File: src/rtl/fetch_sequencer_if.sv
// rtl/fetch_sequencer_if.sv - instruction memory and decode-side signals of the fetch sequencer
interface fetch_sequencer_if;
    logic [15:0] mem_addr;
    logic        mem_rd;
    logic [15:0] mem_data;
    logic        mem_done;
    logic        stall_in;
    logic        branch_taken;
    logic [15:0] branch_target;
    logic [15:0] instr_out;
    logic        instr_valid;
    logic [15:0] pc_plus2;
    logic        halted;
    logic        dump;

    modport master (
        output mem_addr, mem_rd, instr_out, instr_valid, pc_plus2, halted, dump,
        input  mem_data, mem_done, stall_in, branch_taken, branch_target
    );

    modport slave (
        input  mem_addr, mem_rd, instr_out, instr_valid, pc_plus2, halted, dump,
        output mem_data, mem_done, stall_in, branch_taken, branch_target
    );
endinterface

File: src/rtl/fetch_sequencer.sv
// rtl/fetch_sequencer.sv - fetch stage PC owner with redirect/drain and HALT dump request
// Optional FETCH_ALIGN_CHECK_EN: odd redirect targets raise sticky align_err and halt.
module fetch_sequencer #(
    parameter logic [15:0] RESET_PC  = 16'h0000,
    parameter logic [15:0] NOP_INSTR = 16'h0800
) (
    input  logic clk,
    input  logic rst,
`ifdef FETCH_ALIGN_CHECK_EN
    output logic align_err,
`endif
    fetch_sequencer_if.master bus
);
    typedef enum logic [2:0] {S_FETCH, S_WAIT, S_VALID, S_DRAIN, S_HALTED} state_t;

    state_t      state;
    logic [15:0] pc;
    logic [15:0] pc_instr;
    logic [15:0] instr_q;
    logic        valid_q;
    logic        halted_q;
    logic        dump_q;

    logic        redirect;
    logic        align_fault;
    logic        consume;
    logic        is_halt;
    logic [15:0] target;

    assign redirect = bus.branch_taken && (state != S_HALTED);
    assign target   = bus.branch_target & 16'hFFFE;
    assign consume  = (state == S_VALID) && !bus.stall_in && !redirect;
    assign is_halt  = (instr_q[15:11] == 5'b00000);

`ifdef FETCH_ALIGN_CHECK_EN
    assign align_fault = redirect && bus.branch_target[0];
`else
    assign align_fault = 1'b0;
`endif

    // A redirect cycle never issues a read, so no orphan response can be mistaken for new data.
    assign bus.mem_rd      = !rst && !redirect &&
                             ((state == S_FETCH) || (consume && !is_halt));
    assign bus.mem_addr    = pc;
    assign bus.instr_out   = instr_q;
    assign bus.instr_valid = valid_q;
    assign bus.pc_plus2    = (valid_q ? pc_instr : pc) + 16'd2;
    assign bus.halted      = halted_q;
    assign bus.dump        = dump_q;

    always_ff @(posedge clk or posedge rst) begin
        if (rst) begin
            state    <= S_FETCH;
            pc       <= RESET_PC;
            pc_instr <= RESET_PC;
            instr_q  <= NOP_INSTR;
            valid_q  <= 1'b0;
            halted_q <= 1'b0;
            dump_q   <= 1'b0;
`ifdef FETCH_ALIGN_CHECK_EN
            align_err <= 1'b0;
`endif
        end else begin
            dump_q <= 1'b0;
            if (align_fault) begin
                state    <= S_HALTED;
                halted_q <= 1'b1;
                dump_q   <= 1'b1;
                valid_q  <= 1'b0;
                instr_q  <= NOP_INSTR;
`ifdef FETCH_ALIGN_CHECK_EN
                align_err <= 1'b1;
`endif
            end else if (redirect) begin
                pc      <= target;
                valid_q <= 1'b0;
                instr_q <= NOP_INSTR;
                // A read still outstanding must be swallowed before the new fetch.
                if (((state == S_WAIT) || (state == S_DRAIN)) && !bus.mem_done)
                    state <= S_DRAIN;
                else
                    state <= S_FETCH;
            end else begin
                case (state)
                    S_FETCH: state <= S_WAIT;
                    S_WAIT: begin
                        if (bus.mem_done) begin
                            instr_q  <= bus.mem_data;
                            valid_q  <= 1'b1;
                            pc_instr <= pc;
                            pc       <= pc + 16'd2;
                            state    <= S_VALID;
                        end
                    end
                    S_VALID: begin
                        if (!bus.stall_in) begin
                            valid_q <= 1'b0;
                            instr_q <= NOP_INSTR;
                            if (is_halt) begin
                                state    <= S_HALTED;
                                halted_q <= 1'b1;
                                dump_q   <= 1'b1;
                            end else begin
                                state <= S_WAIT;
                            end
                        end
                    end
                    S_DRAIN: begin
                        if (bus.mem_done)
                            state <= S_FETCH;
                    end
                    S_HALTED: state <= S_HALTED;
                    default:  state <= S_FETCH;
                endcase
            end
        end
    end
endmodule

File: src/flat_wrapper.sv
// flat-port wrapper written by rule: the top's interface ports become plain ports
module fetch_sequencer_flat 
#(
    parameter logic [15:0] RESET_PC  = 16'h0000,
    parameter logic [15:0] NOP_INSTR = 16'h0800
)
  (clk, rst, bus_mem_addr, bus_mem_rd, bus_instr_out, bus_instr_valid, bus_pc_plus2, bus_halted, bus_dump, bus_mem_data, bus_mem_done, bus_stall_in, bus_branch_taken, bus_branch_target);
  fetch_sequencer_if bus_i ();
  input  logic clk;
  input  logic rst;
  output wire logic [$bits(bus_i.mem_addr)-1:0] bus_mem_addr;
  output wire logic [$bits(bus_i.mem_rd)-1:0] bus_mem_rd;
  output wire logic [$bits(bus_i.instr_out)-1:0] bus_instr_out;
  output wire logic [$bits(bus_i.instr_valid)-1:0] bus_instr_valid;
  output wire logic [$bits(bus_i.pc_plus2)-1:0] bus_pc_plus2;
  output wire logic [$bits(bus_i.halted)-1:0] bus_halted;
  output wire logic [$bits(bus_i.dump)-1:0] bus_dump;
  input wire logic [$bits(bus_i.mem_data)-1:0] bus_mem_data;
  input wire logic [$bits(bus_i.mem_done)-1:0] bus_mem_done;
  input wire logic [$bits(bus_i.stall_in)-1:0] bus_stall_in;
  input wire logic [$bits(bus_i.branch_taken)-1:0] bus_branch_taken;
  input wire logic [$bits(bus_i.branch_target)-1:0] bus_branch_target;
  assign bus_mem_addr = bus_i.mem_addr;
  assign bus_mem_rd = bus_i.mem_rd;
  assign bus_instr_out = bus_i.instr_out;
  assign bus_instr_valid = bus_i.instr_valid;
  assign bus_pc_plus2 = bus_i.pc_plus2;
  assign bus_halted = bus_i.halted;
  assign bus_dump = bus_i.dump;
  assign bus_i.mem_data = bus_mem_data;
  assign bus_i.mem_done = bus_mem_done;
  assign bus_i.stall_in = bus_stall_in;
  assign bus_i.branch_taken = bus_branch_taken;
  assign bus_i.branch_target = bus_branch_target;
  fetch_sequencer #(.RESET_PC(RESET_PC), .NOP_INSTR(NOP_INSTR)) u_core (.clk(clk), .rst(rst), .bus(bus_i));
endmodule
File: config.mk
export PLATFORM = sky130hd
export DESIGN_NAME = fetch_sequencer_flat
export DESIGN_NICKNAME = d
export VERILOG_FILES = /design/src/rtl/fetch_sequencer_if.sv /design/src/rtl/fetch_sequencer.sv /design/src/flat_wrapper.sv
export SDC_FILE = /design/constraint.sdc
export NUM_CORES = 1
export LEC_CHECK = 0
export BUFFER_PORTS_ARGS = -buffer_cell sky130_fd_sc_hd__buf_2
export CORE_MARGIN = 3
export CORE_UTILIZATION = 55
export DETAILED_ROUTE_END_ITERATION = 16
export GPL_TIMING_DRIVEN = 0
export PLACE_DENSITY = 0.92
export SETUP_SLACK_MARGIN = 0.4
export SYNTH_ARGS = -nofsm -noshare
export SYNTH_HDL_FRONTEND = slang
export SYNTH_SLANG_ARGS = --single-unit
export TNS_END_PERCENT = 10
File: constraint.sdc
create_clock -name clk -period 5.5 [get_ports clk]
set_clock_uncertainty 0.1 [all_clocks]
set_input_delay 1.1 -clock clk [delete_from_list [all_inputs] [get_ports clk]]
set_output_delay 1.1 -clock clk [all_outputs]
set_load 0.01 [all_outputs]
==> flow_metrics.tcl <==
set metrics [dict create \
    h-tree-depth 2 \
    clock_latency_ps 310 \
    overflow 0 \
    io_buffers 84 \
    ir_worst_vdd_mv 0.2644 \
    n_fill_cell 387 \
    wl_met3_um 620 \
    critical_path_class "reg -> out" \
    grt_max_degree 37 \
    min_path_type "reg -> reg" \
    p_leak_nw 1.769 \
    max_freq_mhz 219.6 \
    yosysTopAreaCell "dfrtp_1" \
    floorplan.initialDensity_pct 59.41 \
    yosys-top-cells-area "dfrtp_1, nand2_1, mux2i_1, a22o_1, xnor2_1" \
    worstPathCellList "buf_4, clkbuf_1, mux2i_1, inv_1, ha_1, nand4_1, a22oi_2, nand2_1, nor3_1, xnor2_1, buf_2" \
    slowest_delay_ps 490 \
    min_period_ps 4554 \
    grt_usage_pct 24.65 \
    dr_wl_met2_um 3570 \
    highest_layer "met4" \
    cts-buffers-inserted 5 \
    drt-met1-wl_um 3136 \
    worstSetupEndpointType "output pin" \
    place_worst_setup_slack_ps 1335 \
    core_um2 4911 \
    cts_root_buf "clkbuf_8" \
    whs_path_depth 2 \
    synth_ff_type "dfrtp_1" \
    area_delta_synth_final_pct 22.43 \
    cp_slowest_cell "clkbuf_1" \
    cts_tree "done" \
    yosys_warnings 0 \
    synth_edf_count 0 \
    slew_headroom_pct 59.43 \
    die_area_um2 6215 \
    n_antenna_cell 0 \
    drv_slew 0 \
    hold_path_end "u_core.bus.instr_out[11]" \
    p_sw_uw 446.0 \
    cp_data_arrival_time_ps 3350 \
    syn_area_per_cell_um2 9.090 \
    hold_buffers 0 \
    reg2reg_from "u_core.state[2]" \
    dpl.hpwl_um 5519 \
    worst_pin_slew_ps 608.6 \
    swShare_pct 35.73 \
    startpoint_type "register" \
    core.rowCount 25 \
    path_buf_inv 4 \
    grt_pass1_vias 2642 \
    finalHoldViolCount 0 \
    chipHeight_um 78.84 \
    r2r-end "u_core.bus.instr_out[14]" \
    drt_first_pass_iters 5 \
    drc 0 \
    cap_violations 0 \
    cts.repair.resized 0 \
    fin_ws_ps 946.0 \
    synthDominantCellAreaShare_pct 43.74 \
    drive_above_1_share_pct 29.88 \
    yosysSeqAreaShare_pct 44.64 \
    p_clk_share_pct 22.7 \
    gp_congestion 0.8905 \
    syn_area_um2 2918 \
    wire_per_inst_um 15.49 \
    antenna_found_initial 0 \
    setup_viol 0 \
    crit_fanout 10 \
    grt_pass1_wl_um 12360 \
    combPwrFrac_pct 33.1 \
    synthArstFlopShare_pct 100.0 \
    drtAntennaViolNets 0 \
    p_per_area_nw_per_um2 349.5 \
    wirelength_um 7466 \
    worstRegToRegCells 5 \
    p_int_uw 802.4 \
    required_ps 4300 \
    clk_pin_slew_ps 90 \
    drt_iter0_markers 296 \
    min_from "u_core.bus.instr_out[11]" \
    ys_seq_elements 52 \
    p_seq_share_pct 44.2 \
    final.setup.tns_ps 0 \
    die_x_um 78.84 \
    post_synth_num_cell_types 48 \
    cts_setup_buffers 0 \
    nets 453 \
    path_delay_family "buffers and inverters" \
    synthCells 321 \
    outcome "completed" \
    io_pins 89 \
    rsz0062_at_grt "no" \
    rrSetupSlack_ps 3500 \
    vias 2772 \
    final_min_period_over_clock_period_pct 82.80 \
    cts.sinks 52 \
    viasPerCell 5.751 \
    clock_path_buffers 2 \
]
==> power groups by stage <==
stage	clock, mW	combinational [mW]	sequential, mW
5_1_grt	0.299	0.458	0.563
4_1_cts	0.284	0.415	0.548
3_3_place_gp	0	0.393	0.552
6_report	0.284	0.413	0.551
3_5_place_dp	0	0.412	0.555
2_1_floorplan	0	0.266	0.549
==> flip-flops by register name, summed over array words and instances (netlist names) <==
signal	count
u_core.bus.instr_valid	1
u_core.state	3
u_core.bus.mem_addr	15
u_core.bus.dump	1
u_core.pc_instr	15
u_core.bus.halted	1
u_core.bus.instr_out	16
==> metal layers <==
metal / track usage, % / up-vias
met4: 7.388 / 0
met5: 0 / -
met3: 3.855 / 15
li1: - / 1308
met1: 32.12 / 1310
met2: 42.53 / 139
==> cell families after synthesis <==
logic type | Yosys count | synth area share, %
other cells | 1 | 0.1285
buf+inv | 30 | 4.974
mux | 14 | 4.845
fa+ha+maj | 2 | 0.8575
simple gates | 139 | 23.11
xor+xnor | 22 | 6.604
flops | 52 | 44.64
compound gates | 61 | 14.84
==> worst max-delay path by stage <==
| stage | from | end | slack [ps] | depth (start not counted) |
|---|---|---|---|---|
| 3_3_place_gp | u_core.bus.instr_valid | bus_pc_plus2[15] | 1390 | 11 |
| 4_1_cts | u_core.bus.instr_valid | bus_pc_plus2[15] | 980 | 11 |
| 5_1_grt | u_core.bus.instr_valid | bus_pc_plus2[15] | 710 | 11 |
| 2_1_floorplan | u_core.bus.instr_valid | bus_pc_plus2[15] | 1890 | 10 |
| 3_5_place_dp | u_core.bus.instr_valid | bus_pc_plus2[15] | 1330 | 11 |
| 6_report | u_core.bus.instr_valid | bus_pc_plus2[15] | 950 | 11 |
==> stage by stage <==
stage / std cells / cell area [um^2] / hold slack, ps / utilization [%] / power, mW
after floorplan: 322 / 2922 / 345.6 / - / 0.8152
after CTS: 482 / 3572 / 381.1 / 72.74 / 1.247
after global placement: 473 / 3426 / 352.0 / 69.76 / 0.9447
final: 482 / 3572 / 377.3 / 72.74 / 1.248
after detailed placement: 474 / 3446 / 361.4 / 70.17 / 0.9672
after global routing: 482 / 3572 / 418.7 / 72.74 / 1.320
==> cell type report <==
class	instances	area (um^2)	area share, %
inverter	6	22.52	0.6305
tap	67	83.83	2.347
clock inverter	1	30.03	0.8406
timing repair buffer	85	440.4	12.33
buffer	24	122.6	3.433
multi-input combinational	240	1474	41.26
sequential	52	1303	36.46
clock buffer	7	96.34	2.697
==> worst reg2reg max path, delay by kind of cell (launching register included) <==
| kind | cells | cell delay [ps] |
|---|---|---|
| and+or+nand+nor | 2 | 800 |
| buffers and inverters | 2 | 490 |
| AOI/OAI and AO/OA | 1 | 180 |
| DFF | 1 | 360 |
==> placed cells by master (no fill, tap or decap), drive strengths merged, types with 2 or more instances in the layout <==
cell type,synthesis,routed
inv,6,6
conb,1,2
a22oi,5,5
a221o,3,3
nor2,14,14
o21a,2,2
or3,4,4
nand2,75,75
nor3,6,6
o22ai,2,2
xnor2,12,12
nand2b,2,2
dfrtp,51,51
xor2,10,10
ha,2,2
nand3b,2,2
nor4,2,2
nand3,9,9
nand4,10,10
clkbuf,6,13
buf,18,103
a31oi,2,2
and3,5,5
o21ai,18,18
nand4b,5,5
a21oi,9,9
a22o,15,15
mux2i,13,13
==> synth_stat cells, drive strengths merged, types with 2 or more instances <==
master	number
or3	4
a21oi	9
nand4	10
o21ai	18
nand3	9
nor4	2
nand4b	5
nor3	6
dfrtp	51
a22o	15
a221o	3
nand3b	2
clkbuf	6
nand2	75
nor2	14
inv	6
o22ai	2
a31oi	2
xnor2	12
mux2i	13
ha	2
xor2	10
and3	5
buf	18
a22oi	5
nand2b	2
o21a	2
Note: power is estimated with default switching activity, not from simulation.
